### src/rtl/regfile_pkg.sv
// ============================================================================
// regfile_pkg : shared constants, packed-slice unpack helper and write-port
//               priority resolution for the multi-port register file.
// Revision    : 1.0
// ============================================================================
`default_nettype none

package regfile_pkg;

   localparam int DATA_W_DEF   = 32;
   localparam int NUM_REGS_DEF = 16;
   localparam int NUM_RD_DEF   = 3;
   localparam int NUM_WR_DEF   = 2;

   // Helpers work on fixed maximum widths so any parameterisation up to these
   // bounds can share one definition.
   localparam int VEC_MAX_W = 512;
   localparam int PORT_MAX  = 8;

   typedef logic [VEC_MAX_W-1:0] vec_t;
   typedef logic [PORT_MAX-1:0]  port_vec_t;

   typedef struct packed {
      logic       hit;
      logic       multi;
      logic [2:0] port;
   } wr_res_t;

   function automatic vec_t unpack_field(input vec_t vec, input int idx, input int w);
      vec_t mask;
      mask = (vec_t'(1) << w) - vec_t'(1);
      return (vec >> (idx * w)) & mask;
   endfunction

   function automatic logic write_hits(input port_vec_t en, input vec_t addrs,
                                       input int aw, input int nwr, input vec_t target);
      logic hit;
      hit = 1'b0;
      for (int p = 0; p < PORT_MAX; p++) begin
         if ((p < nwr) && en[p] && (unpack_field(addrs, p, aw) == target)) begin
            hit = 1'b1;
         end
      end
      return hit;
   endfunction

   // Later (higher-index) ports overwrite the selection, so the highest wins.
   function automatic wr_res_t resolve_write(input port_vec_t en, input vec_t addrs,
                                             input int aw, input int nwr, input vec_t target);
      wr_res_t res;
      res = '0;
      for (int p = 0; p < PORT_MAX; p++) begin
         if ((p < nwr) && en[p] && (unpack_field(addrs, p, aw) == target)) begin
            res.multi = res.multi | res.hit;
            res.hit   = 1'b1;
            res.port  = 3'(p);
         end
      end
      return res;
   endfunction

endpackage

`default_nettype wire

### src/rtl/regfile_scoreboard.sv
// ============================================================================
// regfile_scoreboard : per-register pending bits, destination reservation and
//                      combinational per-read-port busy flags.
// Revision           : 1.0
// ============================================================================
`default_nettype none

module regfile_scoreboard
   import regfile_pkg::*;
#(
   parameter  int NUM_REGS = NUM_REGS_DEF,
   parameter  int NUM_RD   = NUM_RD_DEF,
   parameter  int NUM_WR   = NUM_WR_DEF,
   localparam int AW       = $clog2(NUM_REGS)
) (
   input  logic                 clk,
   input  logic                 reset,
   input  logic                 rsv_en,
   input  logic [AW-1:0]        rsv_addr,
   input  logic [NUM_WR-1:0]    wr_en,
   input  logic [NUM_WR*AW-1:0] wr_addr,
   input  logic [NUM_RD*AW-1:0] rd_addr,
   output logic [NUM_REGS-1:0]  pending,
   output logic [NUM_RD-1:0]    rd_busy
);

   logic [NUM_REGS-1:0] pending_q;
   logic [NUM_REGS-1:0] pending_d;

   // Clear on write first, then set on reserve so a same-cycle reserve wins.
   always_comb begin
      pending_d = pending_q;
      for (int r = 0; r < NUM_REGS; r++) begin
         if (write_hits(port_vec_t'(wr_en), vec_t'(wr_addr), AW, NUM_WR, vec_t'(r))) begin
            pending_d[r] = 1'b0;
         end
      end
      if (rsv_en) begin
         pending_d[rsv_addr] = 1'b1;
      end
   end

   always_ff @(posedge clk) begin
      if (reset) begin
         pending_q <= '0;
      end else begin
         pending_q <= pending_d;
      end
   end

   generate
      for (genvar p = 0; p < NUM_RD; p++) begin : g_busy
         assign rd_busy[p] = pending_q[rd_addr[p*AW +: AW]];
      end
   endgenerate

   assign pending = pending_q;

endmodule

`default_nettype wire

### src/rtl/arm_regfile_mp.sv
// ============================================================================
// arm_regfile_mp : parametrised multi-port ARM register file with write-port
//                  priority, conflict flag and pending scoreboard.
// Option         : `define REGFILE_BYPASS_EN for same-cycle write-to-read
//                  forwarding; otherwise reads return pre-write contents.
// Revision       : 1.0
// ============================================================================
`default_nettype none

module arm_regfile_mp
   import regfile_pkg::*;
#(
   parameter  int DATA_W   = DATA_W_DEF,
   parameter  int NUM_REGS = NUM_REGS_DEF,
   parameter  int NUM_RD   = NUM_RD_DEF,
   parameter  int NUM_WR   = NUM_WR_DEF,
   localparam int AW       = $clog2(NUM_REGS)
) (
   input  logic                     clk,
   input  logic                     reset,
   input  logic [NUM_RD-1:0]        rd_en,
   input  logic [NUM_RD*AW-1:0]     rd_addr,
   output logic [NUM_RD*DATA_W-1:0] rd_data,
   output logic [NUM_RD-1:0]        rd_busy,
   input  logic [NUM_WR-1:0]        wr_en,
   input  logic [NUM_WR*AW-1:0]     wr_addr,
   input  logic [NUM_WR*DATA_W-1:0] wr_data,
   input  logic                     rsv_en,
   input  logic [AW-1:0]            rsv_addr,
   output logic                     wr_conflict,
   output logic [NUM_REGS-1:0]      pending
);

   logic [DATA_W-1:0] regs_q    [NUM_REGS];
   logic [DATA_W-1:0] regs_d    [NUM_REGS];
   logic [DATA_W-1:0] rd_data_q [NUM_RD];
   logic [DATA_W-1:0] rd_data_d [NUM_RD];
   logic [DATA_W-1:0] wr_data_u [NUM_WR];
   logic [AW-1:0]     rd_addr_u [NUM_RD];
   logic              wr_conflict_q;
   logic              wr_conflict_d;

   always_comb begin
      for (int p = 0; p < NUM_WR; p++) begin
         wr_data_u[p] = DATA_W'(unpack_field(vec_t'(wr_data), p, DATA_W));
      end
   end

   always_comb begin
      for (int p = 0; p < NUM_RD; p++) begin
         rd_addr_u[p] = AW'(unpack_field(vec_t'(rd_addr), p, AW));
      end
   end

   // Per-register next value: winning write port's data, else hold.
   always_comb begin
      wr_res_t res;
      res           = '0;
      wr_conflict_d = 1'b0;
      for (int r = 0; r < NUM_REGS; r++) begin
         regs_d[r] = regs_q[r];
         res = resolve_write(port_vec_t'(wr_en), vec_t'(wr_addr), AW, NUM_WR, vec_t'(r));
         for (int p = 0; p < NUM_WR; p++) begin
            if (res.hit && (int'(res.port) == p)) begin
               regs_d[r] = wr_data_u[p];
            end
         end
         wr_conflict_d = wr_conflict_d | res.multi;
      end
   end

   always_comb begin
      for (int p = 0; p < NUM_RD; p++) begin
         rd_data_d[p] = rd_data_q[p];
         if (rd_en[p]) begin
`ifdef REGFILE_BYPASS_EN
            rd_data_d[p] = regs_d[rd_addr_u[p]];
`else
            rd_data_d[p] = regs_q[rd_addr_u[p]];
`endif
         end
      end
   end

   always_ff @(posedge clk) begin
      if (reset) begin
         for (int r = 0; r < NUM_REGS; r++) begin
            regs_q[r] <= '0;
         end
         for (int p = 0; p < NUM_RD; p++) begin
            rd_data_q[p] <= '0;
         end
         wr_conflict_q <= 1'b0;
      end else begin
         for (int r = 0; r < NUM_REGS; r++) begin
            regs_q[r] <= regs_d[r];
         end
         for (int p = 0; p < NUM_RD; p++) begin
            rd_data_q[p] <= rd_data_d[p];
         end
         wr_conflict_q <= wr_conflict_d;
      end
   end

   generate
      for (genvar p = 0; p < NUM_RD; p++) begin : g_rd_out
         assign rd_data[p*DATA_W +: DATA_W] = rd_data_q[p];
      end
   endgenerate

   assign wr_conflict = wr_conflict_q;

   regfile_scoreboard #(
      .NUM_REGS (NUM_REGS),
      .NUM_RD   (NUM_RD),
      .NUM_WR   (NUM_WR)
   ) u_scoreboard (
      .clk      (clk),
      .reset    (reset),
      .rsv_en   (rsv_en),
      .rsv_addr (rsv_addr),
      .wr_en    (wr_en),
      .wr_addr  (wr_addr),
      .rd_addr  (rd_addr),
      .pending  (pending),
      .rd_busy  (rd_busy)
   );

endmodule

`default_nettype wire
### config.mk
export PLATFORM = sky130hd
export DESIGN_NAME = arm_regfile_mp
export DESIGN_NICKNAME = d
export VERILOG_FILES = /design/src/rtl/regfile_pkg.sv /design/src/rtl/regfile_scoreboard.sv /design/src/rtl/arm_regfile_mp.sv
export SDC_FILE = /design/constraint.sdc
export NUM_CORES = 2
export LEC_CHECK = 0
export BUFFER_PORTS_ARGS = -buffer_cell sky130_fd_sc_hd__buf_2
export CAP_MARGIN = 20
export CORE_ASPECT_RATIO = 0.8
export CORE_MARGIN = 3
export CORE_UTILIZATION = 32
export DETAILED_ROUTE_END_ITERATION = 7
export PLACE_DENSITY_LB_ADDON = 0.2
export SKIP_LAST_GASP = 1
export SYNTH_ARGS = -nofsm -noshare
export SYNTH_HDL_FRONTEND = slang
export SYNTH_SLANG_ARGS = --single-unit
export TNS_END_PERCENT = 10
### constraint.sdc
create_clock -name clk -period 3.2 [get_ports clk]
set_input_delay 0.32 -clock clk [delete_from_list [all_inputs] [get_ports clk]]
set_output_delay 0.32 -clock clk [all_outputs]
set_load 0.05 [all_outputs]
==> impl_metrics.toml <==
[clock_network]
cts_tree = "built"
cts-root-buf = "clkbuf_16"
cts.clk_slew.worst_paths_ns = 0.06
cts_buffer_depth = 3
cts_resized = 0
cts_setup_buffers = 0
htreeDepth = 3
clock_latency_ns = 0.65
cts-buffers-inserted = 77
cts.sinks = 625

[timing]
period_share = 0.786
whs_ns = 0.0321
finalMaxSlewViolations = 0
worst_pin_slew_ns = 1.06
fmax_mhz = 398
setup_viol_count_final = 0
skew_ns = 0.0280
tns_ns = 0
slew-limit-headroom = 0.296
rsz0062_at_grt = "false"
hold_viol = 0
layout_min_cycle_time_ns = 2.51

[route]
vias = 33713
drt_iter0_drc = 5281
dr.pass1.iters = 6
post_drt_wl_per_cell_um = 33.0
totalWireLength_um = 178000
drc = 0
viasPerCell = 6.28
ant_nets = 0

[critical_path]
crit_top_cell = "mux4_2"
critPathRequiredTime_ns = 2.88
max_stage_delay_ns = 0.47
worst_path_max_delay_cell = "mux4_2"
crit_fanout = 5
cp.arrival_ns = 2.19
cp-end-kind = "primary output"
cp-start-kind = "flip-flop"
crit_type = "flip-flop to primary output"
path_cells = "mux4_2 -> mux4_2 -> buf_2"

[yosys]
synth_xor_xnor_area_share = 0.000452
synth_compound_gate_area_share = 0.138
async_reset_ff_frac = 0
avgSynthCellArea_um2 = 10.5
synthMuxAreaShare = 0.232
synth-adder-area-share = 0
syn_nets = 3782
synth_seq_cells = 625
synth_top_family_by_area = "multiplexers"
yosysUniqueCellTypes = 45
ys_seq_area_frac = 0.455
synth_cells = 3686
synth-main-ff-cell = "edfxtp_1"
synth_area_um2 = 38800
synth-simple-area-share = 0.127
synth_warnings = 0
synth-edff-count = 512

[die]
fp.dieH_um = 317
placementRows = 113
coreArea_um2 = 119000
initial_core_util = 0.324
die_area_um2 = 125000
ios = 212
die-width_um = 395

[layout]
final_common_cell = "nand2_1"
final.fill_count = 11619
final_nets = 3777
seq_area_um2 = 17600
layout-drive-gt1-share = 0.262
multi_input_area_um2 = 19500
layout_common_cells = "nand2_1 (1046), a21oi_1 (685), edfxtp_1 (512), mux4_2 (399), buf_2 (204)"
synthToLayoutAreaGrowth_pct = 14.9

[global_routing]
grt_overflow = 0
grt_pass1_vias = 31246
grt_max_degree = 78
antenna_found_initial = 28
grt.total_usage = 0.276
grt_pass1_wl_um = 247000

[min_path]
hold_class = "input port to flip-flop"

[place]
gp_congestion = 0.845
portBuffers = 211
hpwlAfterDp_um = 105000

[flow_run]
maxCapViolCount = 0

[pwr]
ir_drop_mv = 0.378
power_mw = 22.8
total_leakage_power_nw = 15.7
pwr_density_cell_nw_per_um2 = 512

[status]
status = "finished, final reports clean"
-- synthesized netlist by cell type, types with 6 or more instances --
library cell	instances	area share
nand2_1	1058	0.10
a21oi_1	685	0.088
edfxtp_1	512	0.40
mux4_2	399	0.23
clkbuf_1	322	0.031
a22oi_1	193	0.037
nor2_1	125	0.012
dfxtp_1	113	0.058
buf_1	68	0.0066
buf_2	60	0.0077
a21oi_2	30	0.0068
nand2b_1	14	0.0023
o21ai_0	14	0.0018
nor2b_1	11	0.0018
or2_2	9	0.0015
o211ai_1	7	0.0014
inv_1	6	0.00058
nand3_1	6	0.00077
-- layout make-up --
class | instances | share of cell area
timing repair buffer | 371 | 0.0636
clock buffer | 115 | 0.0509
inverter | 9 | 0.000843
clock inverter | 28 | 0.00360
tap | 1610 | 0.0452
sequential | 625 | 0.396
antenna | 17 | 0.000955
multi-input combinational | 2597 | 0.439
-- routing by layer --
| layer | vias up | wire length (um) | GRT usage |
|---|---|---|---|
| met5 | - | 55 | 0.00190 |
| met4 | 8 | 5860 | 0.0854 |
| met2 | 2713 | 77600 | 0.416 |
| li1 | 13644 | - | - |
| met1 | 16939 | 70700 | 0.387 |
| met3 | 409 | 23300 | 0.0777 |
-- kinds of logic (layout without fill, tap and decap cells) --
logic type	Yosys count	in the layout
simple gates	1256	1256
compound gates	940	940
flops	625	625
buf+inv	464	523
mux	399	399
xor+xnor	2	2
other cells	0	17
-- report_power, final --
| part | internal [mW] | switching [mW] |
|---|---|---|
| logic | 1.62 | 2.57 |
| clock network | 4.90 | 3.73 |
| registers | 9.50 | 0.473 |
| total | 16.0 | 6.77 |
-- state kept, by name, indices dropped and copies added (netlist names) --
signal / cells
wr_conflict: 1
regs_q: 512
u_scoreboard.pending: 16
rd_data_q: 96
-- critical path, delay by kind of cell, from the launching register on --
family / cells / cell delay (ns)
buffers and inverters: 1 / 0.23
flip-flops: 1 / 0.39
multiplexers: 2 / 0.94
-- worst paths after layout --
check | startpoint | endpoint | slack, ns | cells past startpoint
worst max-delay path | u_scoreboard.pending[0] | rd_busy[2] | 0.69 | 3
worst min register to register | rd_data_q[0][75] | rd_data_q[0][75] | 0.48 | 2
worst max register to register | regs_q[15][2] | rd_data_q[0][34] | 1.26 | 6
worst min-delay path | rsv_addr[2] | u_scoreboard.pending[9] | 0.03 | 4
-- metrics by stage --
| step | cells | worst slack (ns) | cell area, um^2 | util |
|---|---|---|---|---|
| final | 5372 | 0.686 | 44500 | 0.373 |
| after floorplan | 3686 | 0.819 | 38800 | - |
| after detailed placement | 5211 | 0.588 | 42100 | 0.352 |
| after CTS | 5355 | 0.658 | 44500 | 0.372 |
| after global routing | 5366 | 0.641 | 44500 | 0.373 |
| after global placement | 5211 | 0.662 | 42100 | 0.352 |
-- repair_timing --
| item | in CTS | in global routing |
|---|---|---|
| endpoints found under the setup margin | 0 | 0 |
| hold buffers | 1 | 0 |
| endpoints found under the hold margin | 1 | 0 |
Note: power is estimated with default switching activity, not from simulation.
